**src/rtl/feature_extractor_cfg.sv**
```systemverilog
`default_nettype none
// ============================================================================
// Module   : feature_extractor_cfg
// Brief    : Streaming 3x3 convolution (runtime weights + bias), optional ReLU
//            and 2x2 stride-2 max/average pooling over a raster 8-bit image
//            of parametrised size. Emits pooled results in raster order and
//            one done pulse per frame.
// Revision : 1.0 - initial parametrised release
// ============================================================================
module feature_extractor_cfg #(
  parameter int IMG_WIDTH  = 32,
  parameter int IMG_HEIGHT = 32,
  parameter int DATA_W     = 8,
  parameter int COEF_W     = 8,
  parameter int OUT_W      = 22
) (
  input  logic                     clk,
  input  logic                     rst,
  input  logic                     start_signal,
  input  logic                     cfg_relu_en,
  input  logic                     cfg_pool_avg,
  input  logic                     coef_valid_in,
  input  logic signed [COEF_W-1:0] coef_in,
  input  logic                     pixel_valid_in,
  input  logic [DATA_W-1:0]        pixel_in,
  output logic                     busy,
  output logic signed [OUT_W-1:0]  final_result_out,
  output logic                     final_result_valid,
  output logic                     final_done_signal
);

  // Conv grid, pool grid and derived widths
  localparam int c_cw        = IMG_WIDTH - 2;
  localparam int c_ch        = IMG_HEIGHT - 2;
  localparam int c_pw        = c_cw / 2;
  localparam int c_ph        = c_ch / 2;
  localparam int c_res_total = c_pw * c_ph;
  localparam int c_xw        = $clog2(IMG_WIDTH);
  localparam int c_yw        = $clog2(IMG_HEIGHT);
  localparam int c_pbw       = (c_pw > 1) ? $clog2(c_pw) : 1;
  localparam int c_rw        = $clog2(c_res_total + 1);
  localparam int c_sw        = OUT_W + 2;  // room for a sum of four conv values
  localparam int c_pw_full   = COEF_W + DATA_W + 1;

  localparam logic [c_xw-1:0] c_x_last  = c_xw'(IMG_WIDTH - 1);
  localparam logic [c_yw-1:0] c_y_last  = c_yw'(IMG_HEIGHT - 1);
  localparam logic [c_rw-1:0] c_res_end = c_rw'(c_res_total);

  generate
    if (OUT_W < DATA_W + COEF_W + 5) begin : g_out_w_check
      $error("feature_extractor_cfg: OUT_W too narrow for full-precision conv");
    end
  endgenerate

  typedef enum logic [1:0] {
    S_IDLE  = 2'd0,
    S_LOAD  = 2'd1,
    S_RUN   = 2'd2,
    S_FLUSH = 2'd3
  } state_t;

  state_t r_state;
  state_t w_state_nxt;

  // Configuration and coefficients
  logic                     r_relu;
  logic                     r_avg;
  logic [3:0]               r_coef_cnt;
  logic signed [COEF_W-1:0] r_w [0:8];
  logic signed [COEF_W-1:0] r_bias;

  // Pixel position and line buffering
  logic [c_xw-1:0]   r_x;
  logic [c_yw-1:0]   r_y;
  logic [DATA_W-1:0] r_lb0 [0:IMG_WIDTH-1];  // row y-1
  logic [DATA_W-1:0] r_lb1 [0:IMG_WIDTH-1];  // row y-2
  logic [DATA_W-1:0] r_win [0:2][0:2];
  logic              r_win_v;
  logic              r_win_col_odd;
  logic              r_win_row_odd;
  logic [c_pbw-1:0]  r_win_pidx;

  // Conv stage
  logic signed [OUT_W-1:0] w_conv_sum;
  logic signed [OUT_W-1:0] w_conv_act;
  logic signed [OUT_W-1:0] r_conv;
  logic                    r_conv_v;
  logic                    r_conv_col_odd;
  logic                    r_conv_row_odd;
  logic [c_pbw-1:0]        r_conv_pidx;

  // Horizontal pooling stage
  logic signed [c_sw-1:0] w_conv_ext;
  logic signed [c_sw-1:0] w_h;
  logic signed [c_sw-1:0] r_hold;
  logic signed [c_sw-1:0] r_h;
  logic                   r_h_v;
  logic                   r_h_row_odd;
  logic [c_pbw-1:0]       r_h_idx;

  // Vertical pooling stage
  logic signed [c_sw-1:0]  r_pbuf [0:c_pw-1];
  logic signed [c_sw-1:0]  w_v_sum;
  logic signed [OUT_W-1:0] w_pool;
  logic [c_rw-1:0]         r_res_cnt;

  logic w_start;
  logic w_coef_acc;
  logic w_pix_acc;
  logic w_last_pix;
  logic w_frame_done;

  assign w_start      = (r_state == S_IDLE) && start_signal;
  assign w_coef_acc   = (r_state == S_LOAD) && coef_valid_in;
  assign w_pix_acc    = (r_state == S_RUN) && pixel_valid_in;
  assign w_last_pix   = (r_x == c_x_last) && (r_y == c_y_last);
  assign w_frame_done = (r_res_cnt == c_res_end);
  assign busy         = (r_state != S_IDLE);

  // State register
  always_ff @(posedge clk or negedge rst) begin
    if (!rst) r_state <= S_IDLE;
    else      r_state <= w_state_nxt;
  end

  // Next-state logic: FLUSH ends once every pooled result has been emitted
  always_comb begin
    w_state_nxt = r_state;
    case (r_state)
      S_IDLE:  if (start_signal) w_state_nxt = S_LOAD;
      S_LOAD:  if (coef_valid_in && (r_coef_cnt == 4'd9)) w_state_nxt = S_RUN;
      S_RUN:   if (pixel_valid_in && w_last_pix) w_state_nxt = S_FLUSH;
      S_FLUSH: if (w_frame_done) w_state_nxt = S_IDLE;
      default: w_state_nxt = S_IDLE;
    endcase
  end

  // Latch config on start; collect 9 weights then the bias during LOAD
  always_ff @(posedge clk or negedge rst) begin
    if (!rst) begin
      r_relu     <= 1'b0;
      r_avg      <= 1'b0;
      r_coef_cnt <= '0;
      r_bias     <= '0;
      for (int i = 0; i < 9; i++) r_w[i] <= '0;
    end else if (w_start) begin
      r_relu     <= cfg_relu_en;
      r_avg      <= cfg_pool_avg;
      r_coef_cnt <= '0;
    end else if (w_coef_acc) begin
      if (r_coef_cnt == 4'd9) begin
        r_bias     <= coef_in;
        r_coef_cnt <= '0;
      end else begin
        r_w[r_coef_cnt] <= coef_in;
        r_coef_cnt      <= r_coef_cnt + 4'd1;
      end
    end
  end

  // Raster position, line buffers and 3x3 window shift on each accepted pixel
  always_ff @(posedge clk or negedge rst) begin
    if (!rst) begin
      r_x           <= '0;
      r_y           <= '0;
      r_win_v       <= 1'b0;
      r_win_col_odd <= 1'b0;
      r_win_row_odd <= 1'b0;
      r_win_pidx    <= '0;
      for (int i = 0; i < IMG_WIDTH; i++) begin
        r_lb0[i] <= '0;
        r_lb1[i] <= '0;
      end
      for (int r = 0; r < 3; r++)
        for (int c = 0; c < 3; c++) r_win[r][c] <= '0;
    end else begin
      r_win_v <= w_pix_acc && (r_x >= c_xw'(2)) && (r_y >= c_yw'(2));
      if (w_start) begin
        r_x <= '0;
        r_y <= '0;
      end else if (w_pix_acc) begin
        for (int r = 0; r < 3; r++) begin
          r_win[r][0] <= r_win[r][1];
          r_win[r][1] <= r_win[r][2];
        end
        r_win[0][2] <= r_lb1[r_x];
        r_win[1][2] <= r_lb0[r_x];
        r_win[2][2] <= pixel_in;
        r_lb1[r_x]  <= r_lb0[r_x];
        r_lb0[r_x]  <= pixel_in;
        // conv coordinate is (x-2, y-2): same parity as (x, y)
        r_win_col_odd <= r_x[0];
        r_win_row_odd <= r_y[0];
        r_win_pidx    <= c_pbw'((r_x - c_xw'(2)) >> 1);
        if (r_x == c_x_last) begin
          r_x <= '0;
          r_y <= (r_y == c_y_last) ? '0 : r_y + c_yw'(1);
        end else begin
          r_x <= r_x + c_xw'(1);
        end
      end
    end
  end

  // One tap: signed weight times zero-extended pixel, sign-extended to OUT_W
  function automatic logic signed [OUT_W-1:0] f_tap(
    input logic signed [COEF_W-1:0] w,
    input logic [DATA_W-1:0]        p
  );
    logic signed [c_pw_full-1:0] v_w;
    logic signed [c_pw_full-1:0] v_p;
    logic signed [c_pw_full-1:0] v_prod;
    v_w    = {{(DATA_W+1){w[COEF_W-1]}}, w};
    v_p    = {{COEF_W{1'b0}}, p};
    v_prod = v_w * v_p;
    return {{(OUT_W-c_pw_full){v_prod[c_pw_full-1]}}, v_prod};
  endfunction

  // Full-precision 3x3 MAC plus bias, then optional ReLU
  always_comb begin
    w_conv_sum = {{(OUT_W-COEF_W){r_bias[COEF_W-1]}}, r_bias};
    for (int i = 0; i < 9; i++)
      w_conv_sum = w_conv_sum + f_tap(r_w[i], r_win[i/3][i%3]);
    w_conv_act = (r_relu && w_conv_sum[OUT_W-1]) ? '0 : w_conv_sum;
  end

  // Register the conv result together with its pooling coordinates
  always_ff @(posedge clk or negedge rst) begin
    if (!rst) begin
      r_conv         <= '0;
      r_conv_v       <= 1'b0;
      r_conv_col_odd <= 1'b0;
      r_conv_row_odd <= 1'b0;
      r_conv_pidx    <= '0;
    end else begin
      r_conv_v <= r_win_v;
      if (r_win_v) begin
        r_conv         <= w_conv_act;
        r_conv_col_odd <= r_win_col_odd;
        r_conv_row_odd <= r_win_row_odd;
        r_conv_pidx    <= r_win_pidx;
      end
    end
  end

  // Horizontal pair combine: max or sum of the even/odd conv columns
  always_comb begin
    w_conv_ext = {{2{r_conv[OUT_W-1]}}, r_conv};
    if (r_avg)                    w_h = r_hold + w_conv_ext;
    else if (r_hold > w_conv_ext) w_h = r_hold;
    else                          w_h = w_conv_ext;
  end

  // Even columns park in r_hold; odd columns produce a horizontal partial.
  // A trailing odd conv column only ever lands in r_hold and is never used.
  always_ff @(posedge clk or negedge rst) begin
    if (!rst) begin
      r_hold      <= '0;
      r_h         <= '0;
      r_h_v       <= 1'b0;
      r_h_row_odd <= 1'b0;
      r_h_idx     <= '0;
    end else begin
      r_h_v <= r_conv_v && r_conv_col_odd;
      if (r_conv_v) begin
        if (!r_conv_col_odd) begin
          r_hold <= w_conv_ext;
        end else begin
          r_h         <= w_h;
          r_h_row_odd <= r_conv_row_odd;
          r_h_idx     <= r_conv_pidx;
        end
      end
    end
  end

  // Vertical combine against the stored even-row partial
  always_comb begin
    w_v_sum = r_pbuf[r_h_idx] + r_h;
    if (r_avg)                        w_pool = OUT_W'(w_v_sum >>> 2);
    else if (r_pbuf[r_h_idx] > r_h)   w_pool = OUT_W'(r_pbuf[r_h_idx]);
    else                              w_pool = OUT_W'(r_h);
  end

  // Even rows fill the pool row buffer; odd rows emit a pooled result.
  // A trailing odd conv row only writes the buffer and is never emitted.
  always_ff @(posedge clk or negedge rst) begin
    if (!rst) begin
      final_result_out   <= '0;
      final_result_valid <= 1'b0;
      r_res_cnt          <= '0;
      for (int i = 0; i < c_pw; i++) r_pbuf[i] <= '0;
    end else begin
      final_result_valid <= r_h_v && r_h_row_odd;
      if (r_h_v) begin
        if (!r_h_row_odd) r_pbuf[r_h_idx] <= r_h;
        else              final_result_out <= w_pool;
      end
      if (w_start)                  r_res_cnt <= '0;
      else if (r_h_v && r_h_row_odd) r_res_cnt <= r_res_cnt + c_rw'(1);
    end
  end

  // Done pulse the cycle after the last result, as FLUSH returns to IDLE
  always_ff @(posedge clk or negedge rst) begin
    if (!rst) final_done_signal <= 1'b0;
    else      final_done_signal <= (r_state == S_FLUSH) && w_frame_done;
  end

endmodule
`default_nettype wire

```
**config.mk**
```make
export PLATFORM = sky130hd
export DESIGN_NAME = feature_extractor_cfg
export DESIGN_NICKNAME = d
export VERILOG_FILES = /design/src/rtl/feature_extractor_cfg.sv
export SDC_FILE = /design/constraint.sdc
export NUM_CORES = 2
export LEC_CHECK = 0
export ABC_AREA = 1
export BUFFER_PORTS_ARGS = -buffer_cell sky130_fd_sc_hd__buf_2
export CORE_MARGIN = 1.5
export CORE_UTILIZATION = 55
export DETAILED_ROUTE_END_ITERATION = 8
export PLACE_DENSITY_LB_ADDON = 0.3
export SYNTH_ARGS = -nofsm -noshare
export SYNTH_HDL_FRONTEND = slang
export SYNTH_SLANG_ARGS = --single-unit
export TNS_END_PERCENT = 20
```
**constraint.sdc**
```tcl
create_clock -name clk -period 7.3 [get_ports clk]
set_clock_uncertainty 0.15 [all_clocks]
set_input_delay 0 -clock clk [delete_from_list [all_inputs] [get_ports clk]]
set_output_delay 0 -clock clk [all_outputs]
set_load 0.005 [all_outputs]
```
# [After elaboration in Yosys (flattened, before gate mapping)]
# Index checks and enable logic that the tools add are counted.
[word_totals] regBits=1162 in_bits=23 elab_cells=246
[classes] addsub=16 mul=9 n_lt_le_gt_ge=10 eq_ne=11 mux=41 bitwise_logic=7 n_reduce_logical=30
[op_table] operator="256-bit bitwise mux" n=2
[op_table] operator="360-bit bitwise mux" n=1
[op_table] operator="8-bit by 9-bit multiplier with 17-bit output" n=9
[op_table] operator="24-bit 2-to-1 mux" n=5
[op_table] operator="24-bit binary-select mux with 4-bit select" n=1
[op_table] operator="24-bit demux with 4-bit select" n=1
[op_table] operator="22-bit by 17-bit adder with 22-bit output" n=4
[op_table] operator="8-bit binary-select mux with 5-bit select" n=2
[op_table] operator="72-bit bitwise mux" n=1
[op_table] operator="22-bit 2-to-1 mux" n=3
[op_table] operator="8-bit 2-to-1 mux" n=8
[op_table] operator="8-bit demux with 5-bit select" n=1
[op_table] operator="5-bit 2-to-1 mux" n=7
[op_table] operator="8-bit demux with 4-bit select" n=1
[op_table] operator="24-bit adder" n=1
[op_table] operator="24-bit greater-than comparator" n=1
[op_table] operator="22-bit by 22-bit adder with 23-bit output" n=1
[op_table] operator="21-bit by 17-bit adder with 22-bit output" n=1
[op_table] operator="22-bit greater-than comparator" n=1
[op_table] operator="20-bit by 17-bit adder with 21-bit output" n=1
[op_table] operator="19-bit by 17-bit adder with 20-bit output" n=1
[op_table] operator="18-bit by 17-bit adder with 19-bit output" n=1
[op_table] operator="8-bit by 17-bit adder with 18-bit output" n=1
[op_table] operator="1-bit logical AND" n=15
[op_table] operator="other kinds (27)" n=54

# [Logic depth before layout (Yosys ltp)]
[logic_depth] depth_word=12 depth_mapped=35

# [Least setup slack after synthesis]
# No wires, ideal clock.
[synth_path] path_kind="flip-flop to flip-flop" start="reg r_w[18] (netlist bit)" end="reg r_conv[13]" setup_time_ns=0.132 arrival_time_ns=7.455 t_required_ns=7.018 path_slack_ns=-0.437 stages_incl_launch_ff=31 path_buffers=2 cell_sequence="dfrtp_1 clkbuf_1 nand2_1 fa_1 inv_1 fa_1 inv_1 fa_1 inv_1 fa_1 inv_1 fa_1 inv_1 fa_1 fa_1 inv_1 fa_1 fa_1 inv_1 fa_1 ha_1 nand2_1 o21ai_0 o21bai_1 a21oi_1 nand2_1 nand3b_1 nand3_1 buf_2 nand2_1 o21ai_0"
[synth_between] elab_chain_len=6
[synth_lines] item="start, declared" line_no="69" text="logic signed [COEF_W-1:0] r_w [0:8];"
[synth_lines] item="start signal, assigned by index" line_no="155" text="r_w[r_coef_cnt] <= coef_in;"
[synth_lines] item="8-bit by 9-bit multiplier with 17-bit output (*)" line_no="215" text="v_prod = v_w * v_p;"
[synth_lines] item="22-bit by 17-bit adder with 22-bit output (*) (3 in series)" line_no="223" text="w_conv_sum = w_conv_sum + f_tap(r_w[i], r_win[i/3][i%3]);"
[synth_lines] item="1-bit logical AND" line_no="224" text="w_conv_act = (r_relu && w_conv_sum[OUT_W-1]) ? '0 : w_conv_sum;"
[synth_lines] item="22-bit 2-to-1 mux (*)" line_no="224"
[synth_lines] item="end signal, assigned" line_no="238" text="r_conv <= w_conv_act;"
[synth_lines] item="end, declared" line_no="86" text="logic signed [OUT_W-1:0] r_conv;"
# Every way passes the cells marked *; elsewhere a longest branch is shown, timed or not.
# A chain may end at the register's enable or synchronous reset.

# [Worst setup path after layout]
[layout_path] start="reg r_w[60] (netlist bit)" end="reg r_conv[13]"
[layout_between] elab_chain_len=11
[layout_lines] item="8-bit by 9-bit multiplier with 17-bit output (*)" line_no="215"
[layout_lines] item="18-bit by 17-bit adder with 19-bit output (*)" line_no="223"
[layout_lines] item="19-bit by 17-bit adder with 20-bit output (*)" line_no="223"
[layout_lines] item="20-bit by 17-bit adder with 21-bit output (*)" line_no="223"
[layout_lines] item="21-bit by 17-bit adder with 22-bit output (*)" line_no="223"
[layout_lines] item="22-bit by 17-bit adder with 22-bit output (*) (4 in series)" line_no="223"
[layout_lines] item="1-bit logical AND" line_no="224"
[layout_lines] item="22-bit 2-to-1 mux (*)" line_no="224"
# Marks and branches as above.

==> metrics.csv <==
metric,value,unit
status,"finished, violations left",
violations,negative setup slack,
finalSetupViolCount,22,
cp_common_cell,fa_1,
clk_latency,0.78,ns
ys_types,50,
rsz0062_at_grt,yes,
rows,137,
dieArea,0.1424,mm2
antenna_found_initial,6,
rrSetupSlack,-0.57,ns
holdPathEnd,r_relu,
vias,63326,
hold_viol_final,0,
finalCritPeriodShare,1.078,
timing.fmax,0.1270,GHz
arrival,8.36,ns
r2r_start,r_w[60],
crit_fanout,10,
syn_inst,9471,
ios,48,
synth_top_family_by_area,adder cells,
cellPowerDensity,154.3,mW/mm2
area_growth,11.19,%
wire_per_inst,19.87,um
die_height,377.3,um
place_ws,-0.7176,ns
gp_congestion,0.9957,
grt_pass1_wl,357.8,mm
totalNegativeSetupSlack,-12.10,ns
synth_edf_count,0,
placement.io_buffers,47,
min_from,cfg_relu_en,
cts_root_buf,clkbuf_16,
finalCriticalPeriod,7.872,ns
vias_per_cell,5.504,
cap_violations,0,
final_area,0.08568,mm2
grt_max_degree,183,
drive_above_1_share,0.08974,
synth_xor_area_frac,0.002501,
drv_slew,0,
start_util,0.5536,
place_hpwl,161.4,mm
leakage,46.34,nW
syn-num-nets,10490,
synthMuxAreaShare,0,
avgSynthCellArea,8.136,um2
setup_ws,-0.5725,ns
track_usage,0.3257,
synth_warnings,0,
wl,228.6,mm
drc_errors,0,
min_path_cells,4,
synth_compound_area_frac,0.1301,
relSlewSlack,0.2185,
clock_tree.buffer_depth,3,
ys_seq_elements,1146,
start_kind,flop,
end_kind,flop,
ys_async_sr_fraction,1.000,
yosysSeqAreaShare,0.3722,
drtIter0Drc,6291,
utilization,0.6155,
hold_path_class,input pin to flop,
synthSimpleGateAreaFrac,0.1638,
final_antenna_net_count,0,
final_cell_mix,"nand2_1 (2154), inv_1 (1616), dfrtp_1 (1130), o21ai_0 (1001), a21oi_1 (648)",
synth-adder-area-share,0.2197,
path_clk_slew,0.05,ns
cts_sinks,1146,
r2r_end,r_conv[13],
numCtsBuffers,131,
cp_slowest_cell,fa_2,
placed_area,0.08075,mm2
mostFrequentLayoutCell,nand2_1,
cpPeakStageDelay,0.65,ns
num-nets-final,10550,
synth_area,0.07705,mm2
peakVddDrop,0.1817,mV
htreeDepth,4,
synth_ff_type,dfrtp_1,
worstRegToRegCells,28,
chipWidth,377.3,um
coreArea,0.1392,mm2
cts_tree,yes,
dr.pass1.iters,6,
tightest_slew,1.168,ns
grt_pass1_vias,62243,
overflow,0,
critical_path_required,7.78,ns
worstSetupPathType,flop to flop,
[kinds of logic after synthesis]
logic type,after synthesis
and+or+nand+nor,3156
adders and majority gates,996
xor gates and xnor gates,22
AOI/OAI and AO/OA,1921
buffers and inverters,2230
DFF,1146
[synthesized netlist by cell type, types with 9 or more instances]
cell type	count	area [um2]
or2_2	19	118.9
a22oi_1	97	728.2
buf_4	17	127.6
o21bai_1	11	82.58
ha_1	401	5017
clkbuf_1	414	1554
o21ai_0	1012	5065
nor3_1	30	150.1
buf_1	26	97.59
nor2_1	589	2211
inv_1	1628	6111
inv_2	22	82.58
o21ai_1	100	500.5
a22o_1	9	78.83
buf_2	111	555.5
dfrtp_1	1146	28680
xnor2_1	9	78.83
nand3_1	203	1016
fa_1	595	11910
nand3b_1	11	82.58
nand2_1	2174	8160
nand4_1	100	625.6
a21oi_1	652	3263
xor2_1	13	113.9
[worst max-delay path by stage]
stage	start	endpoint	slack, ns
finish	r_w[60]	r_conv[13]	-0.57
global route	r_win[23]	r_conv[15]	-0.85
detailed placement	r_w[3]	r_conv[5]	-0.72
global placement	r_w[3]	r_conv[5]	-0.57
floorplan	r_win[0]	r_conv[9]	-0.15
CTS	r_w[11]	r_conv[17]	-0.49
[timing repair]
item                       in CTS  in global routing
setup endpoints to repair      22                 22
pin swaps                      12                 10
gates resized for setup        27                 47
hold endpoints to repair      725                  0
setup buffers                   4                  5
cloned                          0                  2
hold buffers                   26                  0
[flip-flops by register name, summed over array words and instances (netlist names), 4 cells and up]
| signal | count |
|---|---|
| r_res_cnt | 8 |
| r_lb1 | 256 |
| r_pbuf | 345 |
| r_x | 5 |
| r_h_idx | 4 |
| r_coef_cnt | 4 |
| r_lb0 | 256 |
| r_win | 72 |
| r_y | 5 |
| r_w | 72 |
| r_win_pidx | 4 |
| final_result_out | 22 |
| r_h | 23 |
| r_conv_pidx | 4 |
| r_conv | 22 |
| r_hold | 22 |
| r_bias | 8 |
[per-stage QoR]
step | instances | hold WS [ns] | total power, mW
5_1_grt | 11504 | 0.08075 | 13.57
3_3_place_gp | 11237 | -0.05178 | 6.677
2_1_floorplan | 9471 | -0.4456 | 6.493
3_5_place_dp | 11237 | -0.05384 | 6.678
4_1_cts | 11497 | 0.01695 | 13.30
6_report | 11506 | 0.06758 | 13.22
[power by group]
part / internal, mW / switching (mW)
combinational: 0.0244 / 0.194
clock: 3.82 / 2.82
sequential: 6.35 / 0
total: 10.2 / 3.02
[area by class of cell]
| cell class | count | area, um2 |
|---|---|---|
| antenna | 2 | 5.005 |
| fill | 12210 | 53510 |
| clock buffer | 186 | 3779 |
| inverter | 1657 | 6228 |
| timing repair buffer | 500 | 3901 |
| sequential | 1146 | 28700 |
| clock inverter | 44 | 555.5 |
| multi-input combinational | 6095 | 40160 |
| tap | 1876 | 2347 |
[worst max-delay path, delay by kind of cell, from the launching register on]
family	cells	cell delay, ns
AO/OA/AOI/OAI	3	0.41
adder cells (fa/ha/maj)	11	5.36
buffers and inverters	8	0.82
flip-flops	1	0.42
AND/OR/NAND/NOR	6	0.54
[layer usage]
metal / track usage / vias to the layer above / share of wire
met4: 0.1118 / 6 / 0.034
li1: - / 29455 / -
met3: 0.04985 / 410 / 0.071
met2: 0.5147 / 2300 / 0.46
met1: 0.4594 / 31155 / 0.43
met5: 0 / - / 0.00015
(Power assumes the default switching activity.)
